[config.mk]
export PLATFORM = sky130hd
export DESIGN_NAME = alu_seq_bcd
export DESIGN_NICKNAME = d
export VERILOG_FILES = /design/src/rtl/alu_pkg.sv /design/src/rtl/bcd_dd_seq.sv /design/src/rtl/alu_seq_bcd.sv
export SDC_FILE = /design/constraint.sdc
export NUM_CORES = 1
export LEC_CHECK = 0
export CORE_ASPECT_RATIO = 1.25
export CORE_MARGIN = 3
export CORE_UTILIZATION = 58
export DETAILED_ROUTE_END_ITERATION = 6
export PLACE_DENSITY = 0.86
export SLEW_MARGIN = 5
export SYNTH_ARGS = -nofsm -noshare
export SYNTH_HDL_FRONTEND = slang
export SYNTH_SLANG_ARGS = --single-unit
[constraint.sdc]
create_clock -name clk -period 3.9 [get_ports clk]
set_clock_uncertainty 0.1 [all_clocks]
set_input_delay 0.78 -clock clk [delete_from_list [all_inputs] [get_ports clk]]
set_output_delay 0.78 -clock clk [all_outputs]
set_load 0.1 [all_outputs]
[src/rtl/alu_pkg.sv]
// Shared types for the sequential BCD ALU: operation and FSM encodings, flag bit positions.
package alu_pkg;

  typedef enum logic [2:0] {
    OP_ADD = 3'd0,
    OP_SUB = 3'd1,
    OP_AND = 3'd2,
    OP_OR  = 3'd3,
    OP_XOR = 3'd4,
    OP_ACC = 3'd5
  } op_e;

  typedef enum logic [1:0] {
    ST_IDLE = 2'd0,
    ST_EXEC = 2'd1,
    ST_CONV = 2'd2,
    ST_DONE = 2'd3
  } state_e;

  localparam int FLAG_N = 3;
  localparam int FLAG_Z = 2;
  localparam int FLAG_C = 1;
  localparam int FLAG_V = 0;

  function automatic op_e op_next(input op_e op);
    case (op)
      OP_ADD:  return OP_SUB;
      OP_SUB:  return OP_AND;
      OP_AND:  return OP_OR;
      OP_OR:   return OP_XOR;
      OP_XOR:  return OP_ACC;
      OP_ACC:  return OP_ADD;
      default: return OP_ADD;
    endcase
  endfunction

  function automatic logic [5:0] op_onehot(input op_e op);
    case (op)
      OP_ADD:  return 6'b000001;
      OP_SUB:  return 6'b000010;
      OP_AND:  return 6'b000100;
      OP_OR:   return 6'b001000;
      OP_XOR:  return 6'b010000;
      OP_ACC:  return 6'b100000;
      default: return 6'b000001;
    endcase
  endfunction

endpackage

[src/rtl/bcd_dd_seq.sv]
// Sequential double-dabble converter. The first iteration runs on the load edge, so
// done_o pulses in the cycle after the last of WIDTH iterations, with bcd_o final.
module bcd_dd_seq #(
  parameter int WIDTH  = 8,
  parameter int DIGITS = 3
) (
  input  logic                  clk,
  input  logic                  reset,
  input  logic                  load_i,
  input  logic [WIDTH-1:0]      bin_i,
  output logic                  busy_o,
  output logic                  done_o,
  output logic [4*DIGITS-1:0]   bcd_o
);

  localparam int CW = $clog2(WIDTH + 1);

  logic [4*DIGITS-1:0] bcd_q;
  logic [WIDTH-1:0]    shift_q;
  logic [CW-1:0]       cnt_q;
  logic                done_q;

  function automatic logic [4*DIGITS+WIDTH-1:0] dd_step(
    input logic [4*DIGITS-1:0] bcd,
    input logic [WIDTH-1:0]    sh
  );
    logic [4*DIGITS-1:0] adj;
    adj = bcd;
    for (int i = 0; i < DIGITS; i++) begin
      if (adj[4*i +: 4] >= 4'd5) begin
        adj[4*i +: 4] = adj[4*i +: 4] + 4'd3;
      end
    end
    return {adj, sh} << 1;
  endfunction

  always_ff @(posedge clk or posedge reset) begin
    if (reset) begin
      bcd_q   <= '0;
      shift_q <= '0;
      cnt_q   <= '0;
      done_q  <= 1'b0;
    end else begin
      done_q <= 1'b0;
      if (load_i) begin
        {bcd_q, shift_q} <= dd_step({(4*DIGITS){1'b0}}, bin_i);
        cnt_q            <= CW'(WIDTH - 1);
      end else if (cnt_q != '0) begin
        {bcd_q, shift_q} <= dd_step(bcd_q, shift_q);
        cnt_q            <= cnt_q - CW'(1);
        if (cnt_q == CW'(1)) begin
          done_q <= 1'b1;
        end
      end
    end
  end

  assign busy_o = (cnt_q != '0);
  assign done_o = done_q;
  assign bcd_o  = bcd_q;

endmodule

[src/rtl/alu_seq_bcd.sv]
// Sequential ALU with accumulator, stepped op select and BCD display view.
// Define ALU_SAT_EN to clamp signed overflow on ADD/SUB/ACC instead of wrapping.
module alu_seq_bcd
  import alu_pkg::*;
#(
  parameter int WIDTH  = 8,
  parameter int DIGITS = 3
) (
  input  logic                clk,
  input  logic                reset,
  input  logic [WIDTH-1:0]    a_i,
  input  logic [WIDTH-1:0]    b_i,
  input  logic                start_i,
  input  logic                op_step_i,
  output logic [5:0]          op_onehot_o,
  output logic                busy_o,
  output logic                done_o,
  output logic [WIDTH-1:0]    result_o,
  output logic [3:0]          flags_o,
  output logic [4*DIGITS-1:0] bcd_o,
  output logic                neg_o
);

  localparam logic [WIDTH-1:0] SAT_MAX = {1'b0, {(WIDTH-1){1'b1}}};
  localparam logic [WIDTH-1:0] SAT_MIN = {1'b1, {(WIDTH-1){1'b0}}};

  state_e              state_q;
  op_e                 op_q;
  op_e                 lop_q;
  logic [5:0]          op_onehot_q;
  logic [WIDTH-1:0]    a_q;
  logic [WIDTH-1:0]    b_q;
  logic [WIDTH-1:0]    acc_q;
  logic [WIDTH-1:0]    res_q;
  logic [3:0]          flg_q;
  logic                sneg_q;
  logic                busy_q;
  logic                done_q;
  logic [WIDTH-1:0]    result_q;
  logic [3:0]          flags_q;
  logic [4*DIGITS-1:0] bcd_q;
  logic                neg_q;

  logic [WIDTH-1:0]    opa_s;
  logic [WIDTH-1:0]    opb_s;
  logic                cin_s;
  logic [WIDTH:0]      sum_s;
  logic                ovf_s;
  logic [WIDTH-1:0]    res_s;
  logic                c_s;
  logic                v_s;
  logic                signed_s;
  logic                neg_s;
  logic [WIDTH-1:0]    mag_s;
  logic [3:0]          flags_s;

  logic                conv_load_s;
  logic                conv_busy_s;
  logic                conv_done_s;
  logic [4*DIGITS-1:0] conv_bcd_s;

  // Datapath for the latched operation; SUB is A + ~B + 1 so C means no-borrow.
  always_comb begin
    opa_s    = a_q;
    opb_s    = b_q;
    cin_s    = 1'b0;
    res_s    = '0;
    c_s      = 1'b0;
    v_s      = 1'b0;
    signed_s = 1'b0;
    case (lop_q)
      OP_SUB: begin
        opb_s = ~b_q;
        cin_s = 1'b1;
      end
      OP_ACC: begin
        opa_s = acc_q;
        opb_s = a_q;
      end
      default: begin
        opa_s = a_q;
        opb_s = b_q;
      end
    endcase
    sum_s = {1'b0, opa_s} + {1'b0, opb_s} + {{WIDTH{1'b0}}, cin_s};
    ovf_s = (opa_s[WIDTH-1] == opb_s[WIDTH-1]) && (sum_s[WIDTH-1] != opa_s[WIDTH-1]);
    case (lop_q)
      OP_ADD, OP_SUB, OP_ACC: begin
        signed_s = 1'b1;
        c_s      = sum_s[WIDTH];
        v_s      = ovf_s;
`ifdef ALU_SAT_EN
        if (ovf_s) begin
          res_s = opa_s[WIDTH-1] ? SAT_MIN : SAT_MAX;
        end else begin
          res_s = sum_s[WIDTH-1:0];
        end
`else
        res_s = sum_s[WIDTH-1:0];
`endif
      end
      OP_AND:  res_s = a_q & b_q;
      OP_OR:   res_s = a_q | b_q;
      OP_XOR:  res_s = a_q ^ b_q;
      default: res_s = '0;
    endcase
    flags_s         = 4'b0000;
    flags_s[FLAG_N] = res_s[WIDTH-1];
    flags_s[FLAG_Z] = (res_s == '0);
    flags_s[FLAG_C] = c_s;
    flags_s[FLAG_V] = v_s;
    neg_s = signed_s & res_s[WIDTH-1];
    // Two's-complement negation also maps the most-negative value onto 2^(WIDTH-1).
    if (neg_s) begin
      mag_s = ~res_s + {{(WIDTH-1){1'b0}}, 1'b1};
    end else begin
      mag_s = res_s;
    end
  end

  assign conv_load_s = (state_q == ST_EXEC);

  bcd_dd_seq #(
    .WIDTH  (WIDTH),
    .DIGITS (DIGITS)
  ) u_conv (
    .clk    (clk),
    .reset  (reset),
    .load_i (conv_load_s),
    .bin_i  (mag_s),
    .busy_o (conv_busy_s),
    .done_o (conv_done_s),
    .bcd_o  (conv_bcd_s)
  );

  // Control FSM, op selection, accumulator and registered outputs.
  always_ff @(posedge clk or posedge reset) begin
    if (reset) begin
      state_q     <= ST_IDLE;
      op_q        <= OP_ADD;
      lop_q       <= OP_ADD;
      op_onehot_q <= 6'b000001;
      a_q         <= '0;
      b_q         <= '0;
      acc_q       <= '0;
      res_q       <= '0;
      flg_q       <= 4'b0000;
      sneg_q      <= 1'b0;
      busy_q      <= 1'b0;
      done_q      <= 1'b0;
      result_q    <= '0;
      flags_q     <= 4'b0000;
      bcd_q       <= '0;
      neg_q       <= 1'b0;
    end else begin
      done_q <= 1'b0;
      if (op_step_i) begin
        op_q        <= op_next(op_q);
        op_onehot_q <= op_onehot(op_next(op_q));
      end
      case (state_q)
        ST_IDLE: begin
          if (start_i) begin
            a_q     <= a_i;
            b_q     <= b_i;
            lop_q   <= op_q;
            busy_q  <= 1'b1;
            state_q <= ST_EXEC;
          end
        end
        ST_EXEC: begin
          res_q  <= res_s;
          flg_q  <= flags_s;
          sneg_q <= neg_s;
          if (lop_q == OP_ACC) begin
            acc_q <= res_s;
          end
          state_q <= ST_CONV;
        end
        ST_CONV: begin
          if (conv_done_s && !conv_busy_s) begin
            result_q <= res_q;
            flags_q  <= flg_q;
            bcd_q    <= conv_bcd_s;
            neg_q    <= sneg_q;
            done_q   <= 1'b1;
            state_q  <= ST_DONE;
          end
        end
        ST_DONE: begin
          busy_q  <= 1'b0;
          state_q <= ST_IDLE;
        end
        default: begin
          busy_q  <= 1'b0;
          state_q <= ST_IDLE;
        end
      endcase
    end
  end

  assign op_onehot_o = op_onehot_q;
  assign busy_o      = busy_q;
  assign done_o      = done_q;
  assign result_o    = result_q;
  assign flags_o     = flags_q;
  assign bcd_o       = bcd_q;
  assign neg_o       = neg_q;

endmodule

Word level (Yosys, flattened, before mapping)
Index checks and enable logic that the tools add are counted.
- register bits: 103
- output and inout port bits: 33
- input bits: 20
- word-level logic and storage cells: 104
- magnitude comparators: 3
- mux-type cells: 30
- bitwise logic cells: 6
- add/sub/neg operators: 7
- reduce and logical (&&, ||, !) cells: 16
- eq/ne operators: 22
- operators by type and width (cell ; count):
    $mux W8 ; 4
    $pmux W8 S4 ; 1
    $pmux W6 S5 ; 1
    $mux W12 ; 2
    $eq A3 B2 Y1 const B ; 6
    $mux W4 ; 4
    $not A8 Y8 ; 2
    $pmux W8 S2 ; 1
    $eq A3 B3 Y1 const B ; 5
    $pmux W3 S5 ; 1
    $ge A4 B3 Y1 const B ; 3
    $mux W1 ; 10
    $reduce_and A2 Y1 ; 5
    $add A8 B8 Y9 ; 1
    $add A9 B1 Y9 ; 1
    $eq A3 B1 Y1 const B ; 3
    $add A4 B2 Y4 const B ; 2
    $add A8 B1 Y8 const B ; 1
    $and A8 B8 Y8 ; 1
    $logic_not A8 Y1 ; 1
    $or A8 B8 Y8 ; 1
    $pmux W2 S4 ; 1
    $xor A8 B8 Y8 ; 1
    $logic_not A3 Y1 ; 2
    18 further kinds ; 24

Depth between registers and ports, before layout
- word-level depth: 9
- depth in mapped cells: 16
- mapped depth without buffers: 15

By module
A second synthesis with hierarchy kept.
- cell total of the unflattened synthesis: 603
- area total of the unflattened synthesis: 5753.0 um^2
- by module, submodules not included (module ; seq. area each (um^2) ; area an instance (um^2) ; times used ; cells an instance):
    alu_seq_bcd ; 1903.1 ; 4352.9 ; 1 ; 450
    bcd_dd_seq ; 600.6 ; 1400.1 ; 1 ; 153

Worst setup path before layout
No wires, ideal clock.
- path kind: reg2reg
- start point: register lop_q[1]
- end point: register u_conv.shift_q[7]
- path slack: 0.419 ns
- library setup time: 0.094 ns
- cell stages (with the launch flop): 16
- period minus slack after synthesis: 3.481 ns
- arrival time: 3.287 ns
- buffers on the path: 1
- cells stage by stage: dfrtp_1 -> buf_2 -> nor2b_1 -> nand2_1 -> mux2i_1 -> fa_1 -> inv_1 -> fa_1 -> inv_1 -> o22ai_1 -> a22oi_1 -> ha_1 -> and2_1 -> nand4_1 -> nor4b_1 -> a211oi_1
- word-level cells in the longest chain between the ends: 9
- elaborated cells between the ends (all ways): 19
- those cells by class: 3 x add/sub; 5 x eq/ne; 7 x mux; 2 x bitwise; 2 x reduce/logical
- RTL lines (what ; line ; source):
    from (decl) ; alu_seq_bcd.sv:29 ; op_e lop_q;
    from (signal assigned) ; alu_seq_bcd.sv:166 ; lop_q <= op_q;
    $eq A3 B3 Y1 or $eq A3 B1 Y1 (tied branches) ; alu_seq_bcd.sv:71, alu_seq_bcd.sv:87 ;
    $pmux W8 S2 or $mux W8 (tied branches) ; alu_seq_bcd.sv:71 ; case (lop_q)
    $add A8 B8 Y9 ; alu_seq_bcd.sv:85 ; sum_s = {1'b0, opa_s} + {1'b0, opb_s} + {{WIDTH{1'b0}}, cin_s};
    $add A9 B1 Y9 ; alu_seq_bcd.sv:85 ;
    $pmux W8 S4 ; alu_seq_bcd.sv:87 ; case (lop_q)
    $not A8 Y8 ; alu_seq_bcd.sv:115 ; mag_s = ~res_s + {{(WIDTH-1){1'b0}}, 1'b1};
    $add A8 B1 Y8 ; alu_seq_bcd.sv:115 ;
    $mux W8 * ; alu_seq_bcd.sv:114 ; if (neg_s) begin
    $mux W8 * ; bcd_dd_seq.sv:45 ; if (load_i) begin
    to (signal assigned) ; bcd_dd_seq.sv:46 ; {bcd_q, shift_q} <= dd_step({(4*DIGITS){1'b0}}, bin_i);
    to (signal assigned) ; bcd_dd_seq.sv:49 ; {bcd_q, shift_q} <= dd_step(bcd_q, shift_q);
    to (decl) ; bcd_dd_seq.sv:19 ; logic [WIDTH-1:0] shift_q;
Mark *: on every way between the ends. The rest lies on a longest branch, timed or not.
A chain may end at the register's enable or synchronous reset.

Worst setup path in the final report
- start point: register lop_q[1]
- end point: register u_conv.bcd_q[0], in the netlist u_conv.bcd_o[0]
- word-level cells in the longest chain between the ends: 9
- elaborated cells between the ends (all ways): 19
- those cells by class: 3 x add/sub; 5 x eq/ne; 7 x mux; 2 x bitwise; 2 x reduce/logical
- RTL lines (what ; line ; source):
    $eq A3 B3 Y1 or $eq A3 B1 Y1 (tied branches) ; alu_seq_bcd.sv:71, alu_seq_bcd.sv:87 ;
    $pmux W8 S2 or $mux W8 (tied branches) ; alu_seq_bcd.sv:71 ;
    $add A8 B8 Y9 ; alu_seq_bcd.sv:85 ;
    $add A9 B1 Y9 ; alu_seq_bcd.sv:85 ;
    $pmux W8 S4 ; alu_seq_bcd.sv:87 ;
    $not A8 Y8 ; alu_seq_bcd.sv:115 ;
    $add A8 B1 Y8 ; alu_seq_bcd.sv:115 ;
    $mux W8 * ; alu_seq_bcd.sv:114 ;
    $mux W12 * ; bcd_dd_seq.sv:45 ;
    to (signal assigned) ; bcd_dd_seq.sv:46 ;
    to (signal assigned) ; bcd_dd_seq.sv:49 ;
    to (decl) ; bcd_dd_seq.sv:18 ; logic [4*DIGITS-1:0] bcd_q;
Marked as above.

==> results.toml <==
[global_routing]
grt_pass1_wl_um = 19720
grt_start_max_net_pins = 60
grtUsageMet1 = 0.2900
track_usage = 0.2301
grt-ovfl-total = 0
antenna_found_initial = 0
grt_util_met3 = 0.04740
grtUsageMet2 = 0.3998
grt_pass1_vias = 4213
grt_most_used_layer = "met2"

[drt]
drt_iter0_drc = 171
dr.pass1.iters = 4
ant_nets = 0
routed_wirelength_um = 11620
routedWlPerCell_um = 15.59
drc = 0
vias = 4236
vias_per_cell = 5.686

[clocking]
cts_tree = "built"
postCtsSetupBuffers = 0
cts_max_path_buffers = 2
cts_buffers = 9
root_buffer = "clkbuf_16"
cts_sinks = 100
clk_pin_slew_worst_paths_ns = 0.07
cts_resized = 0
cts_max_level = 3
clk_latency_ns = 0.35
cts_hold_buf = 0

[critical_path]
critical_path.max_fanout = 12
required_ns = 4.03
crit_type = "reg -> reg"
crit_arrival_ns = 3.84
end_kind = "register"
cp-start-kind = "register"

[synthesis]
yosys.area.top_type_share = 0.4437
post_synth_num_cell_types = 59
yosysTopAreaCell = "dfrtp_1"
avgSynthCellArea_um2 = 9.829
synth_edf_count = 0
synth_async_sr_flop_share = 1.000
yosys_most_used_dff = "dfrtp_1"
synth_seq_area_share = 0.4485
synth_nets = 628
synth_area_mm2 = 0.005583
synthCells = 568
synth.area.top_cells = "dfrtp_1, mux2_2, ha_1"
yosys_warnings = 0
synth-seq-cells = 100

[job]
maxCapViolations = 0

[status]
status = "completed"

[finish]
nNetsFinal = 677
multi_input_area_mm2 = 0.002806
areaGrowthSynthToFinish_pct = 17.21
fillCellCount = 698
regArea_mm2 = 0.002504
diodes = 0
layout_common_cells = "dfrtp_1, nand2_1, clkdlybuf4s50_1, mux2_2, a21oi_1"
layout-drive-gt1-share = 0.1399
final_common_cell = "dfrtp_1"

[worst_hold_path]
hp-class = "reg -> reg"

[floorplanning]
ios = 53
core_area_mm2 = 0.009271
start_util = 0.6022
die_area_mm2 = 0.01085
rows = 39
die_width_um = 93.75
fp.dieH_um = 115.7

[timing]
slew_headroom = 0.3436
fin_setup_tns_ns = 0
fmax_mhz = 269.5
final.period_utilization = 0.9513
min_period_ns = 3.710
report.final.hold_viol_count = 0
tightest_slew_ns = 0.9815
maxSlewViolCount = 0
final-setup-viol-count = 0
rsz0062_at_grt = "no"

[placed_design]
gp_congestion = 0.9317
post-dp-hpwl_um = 8451
io_buffers = 52
## worst max-delay path, stage by stage (launching register included)
cell and delay (ns):
dfrtp_1 0.54, nor2b_1 0.10, nand2_1 0.33, mux2_2 0.40, ha_1 0.37, a21oi_1 0.31, nor2_1 0.07, or4_4 0.51
o31a_1 0.35, nor3_2 0.23, nand2_1 0.14, o211a_1 0.15
## registers in the layout (all words and copies together), names as in the netlist
signal,count
sneg_q,1
op_onehot_o,6
flg_q,3
bcd_o,12
result_o,8
u_conv.cnt_q,4
u_conv.bcd_o,12
done_o,1
u_conv.done_o,1
state_q,2
b_q,8
lop_q,3
busy_o,1
acc_q,8
neg_o,1
a_q,8
flags_o,3
op_q,3
u_conv.shift_q,7
res_q,8
## logic make-up after synthesis
family,count (synthesis),synth area share
DFF,100,0.4485
xor gates and xnor gates,14,0.02196
adders and majority gates,41,0.09413
AOI/OAI and AO/OA,131,0.1459
muxes,58,0.1152
and+or+nand+nor,155,0.1246
buffers and inverters,69,0.04975
## layer usage
metal | part of all wire | up-vias
met5 | 0 | -
met4 | 0.015 | 0
met3 | 0.043 | 11
met2 | 0.53 | 99
met1 | 0.42 | 2064
li1 | - | 2062
## synthesized netlist by cell type, types with 6 or more instances
library cell / instances
o21ai_1: 6
ha_1: 38
mux2i_1: 8
a211oi_1: 10
a21oi_1: 40
mux2_2: 49
nand3_1: 8
nand2b_1: 9
xnor2_1: 8
xor2_1: 6
dfrtp_1: 99
o21ai_0: 37
nand2_1: 73
clkbuf_1: 19
nor2_1: 36
nor3_1: 7
inv_1: 39
## worst paths after layout
kind                                            start                     endpoint  slack (ns)  cells after the start
setup / recovery                 lop_q[1]$_DFFE_PP0P_  u_conv.bcd_o[0]$_DFFE_PP0P_        0.19                     11
hold / removal             op_onehot_o[0]$_DFFE_PP1P_   op_onehot_o[0]$_DFFE_PP1P_        0.38                      1
min in group asynchronous                       reset           busy_o$_DFFE_PP0P_        0.80                      2
hold reg to reg            op_onehot_o[0]$_DFFE_PP1P_   op_onehot_o[0]$_DFFE_PP1P_        0.38                      1
setup reg to reg                 lop_q[1]$_DFFE_PP0P_  u_conv.bcd_o[0]$_DFFE_PP0P_        0.19                     11
max in group asynchronous                       reset         res_q[2]$_DFFE_PP0P_        2.17                      3
## stage by stage
stage               worst slack [ns]  instance area, µm²  cells  utilization  hold WS, ns
floorplan                     0.4029                5583    568            -       0.3425
global placement              0.4221                6259    729       0.6750       0.3618
detailed placement            0.2577                6259    729       0.6750       0.3660
CTS                           0.2313                6544    745       0.7058       0.3837
global route               0.0004730                6544    745       0.7058       0.3919
finish                        0.1900                6544    745       0.7058       0.3785
## cell type report
type / count / share of cell area
multi-input combinational: 399 / 0.4289
sequential: 100 / 0.3826
timing repair buffer: 66 / 0.09751
clock buffer: 10 / 0.03499
inverter: 41 / 0.02390
tap: 123 / 0.02352
clock inverter: 6 / 0.008604
Power is left out: the tool's default activity adds up to more than one toggle a clock period on the data nets, which glitch-free logic cannot reach.
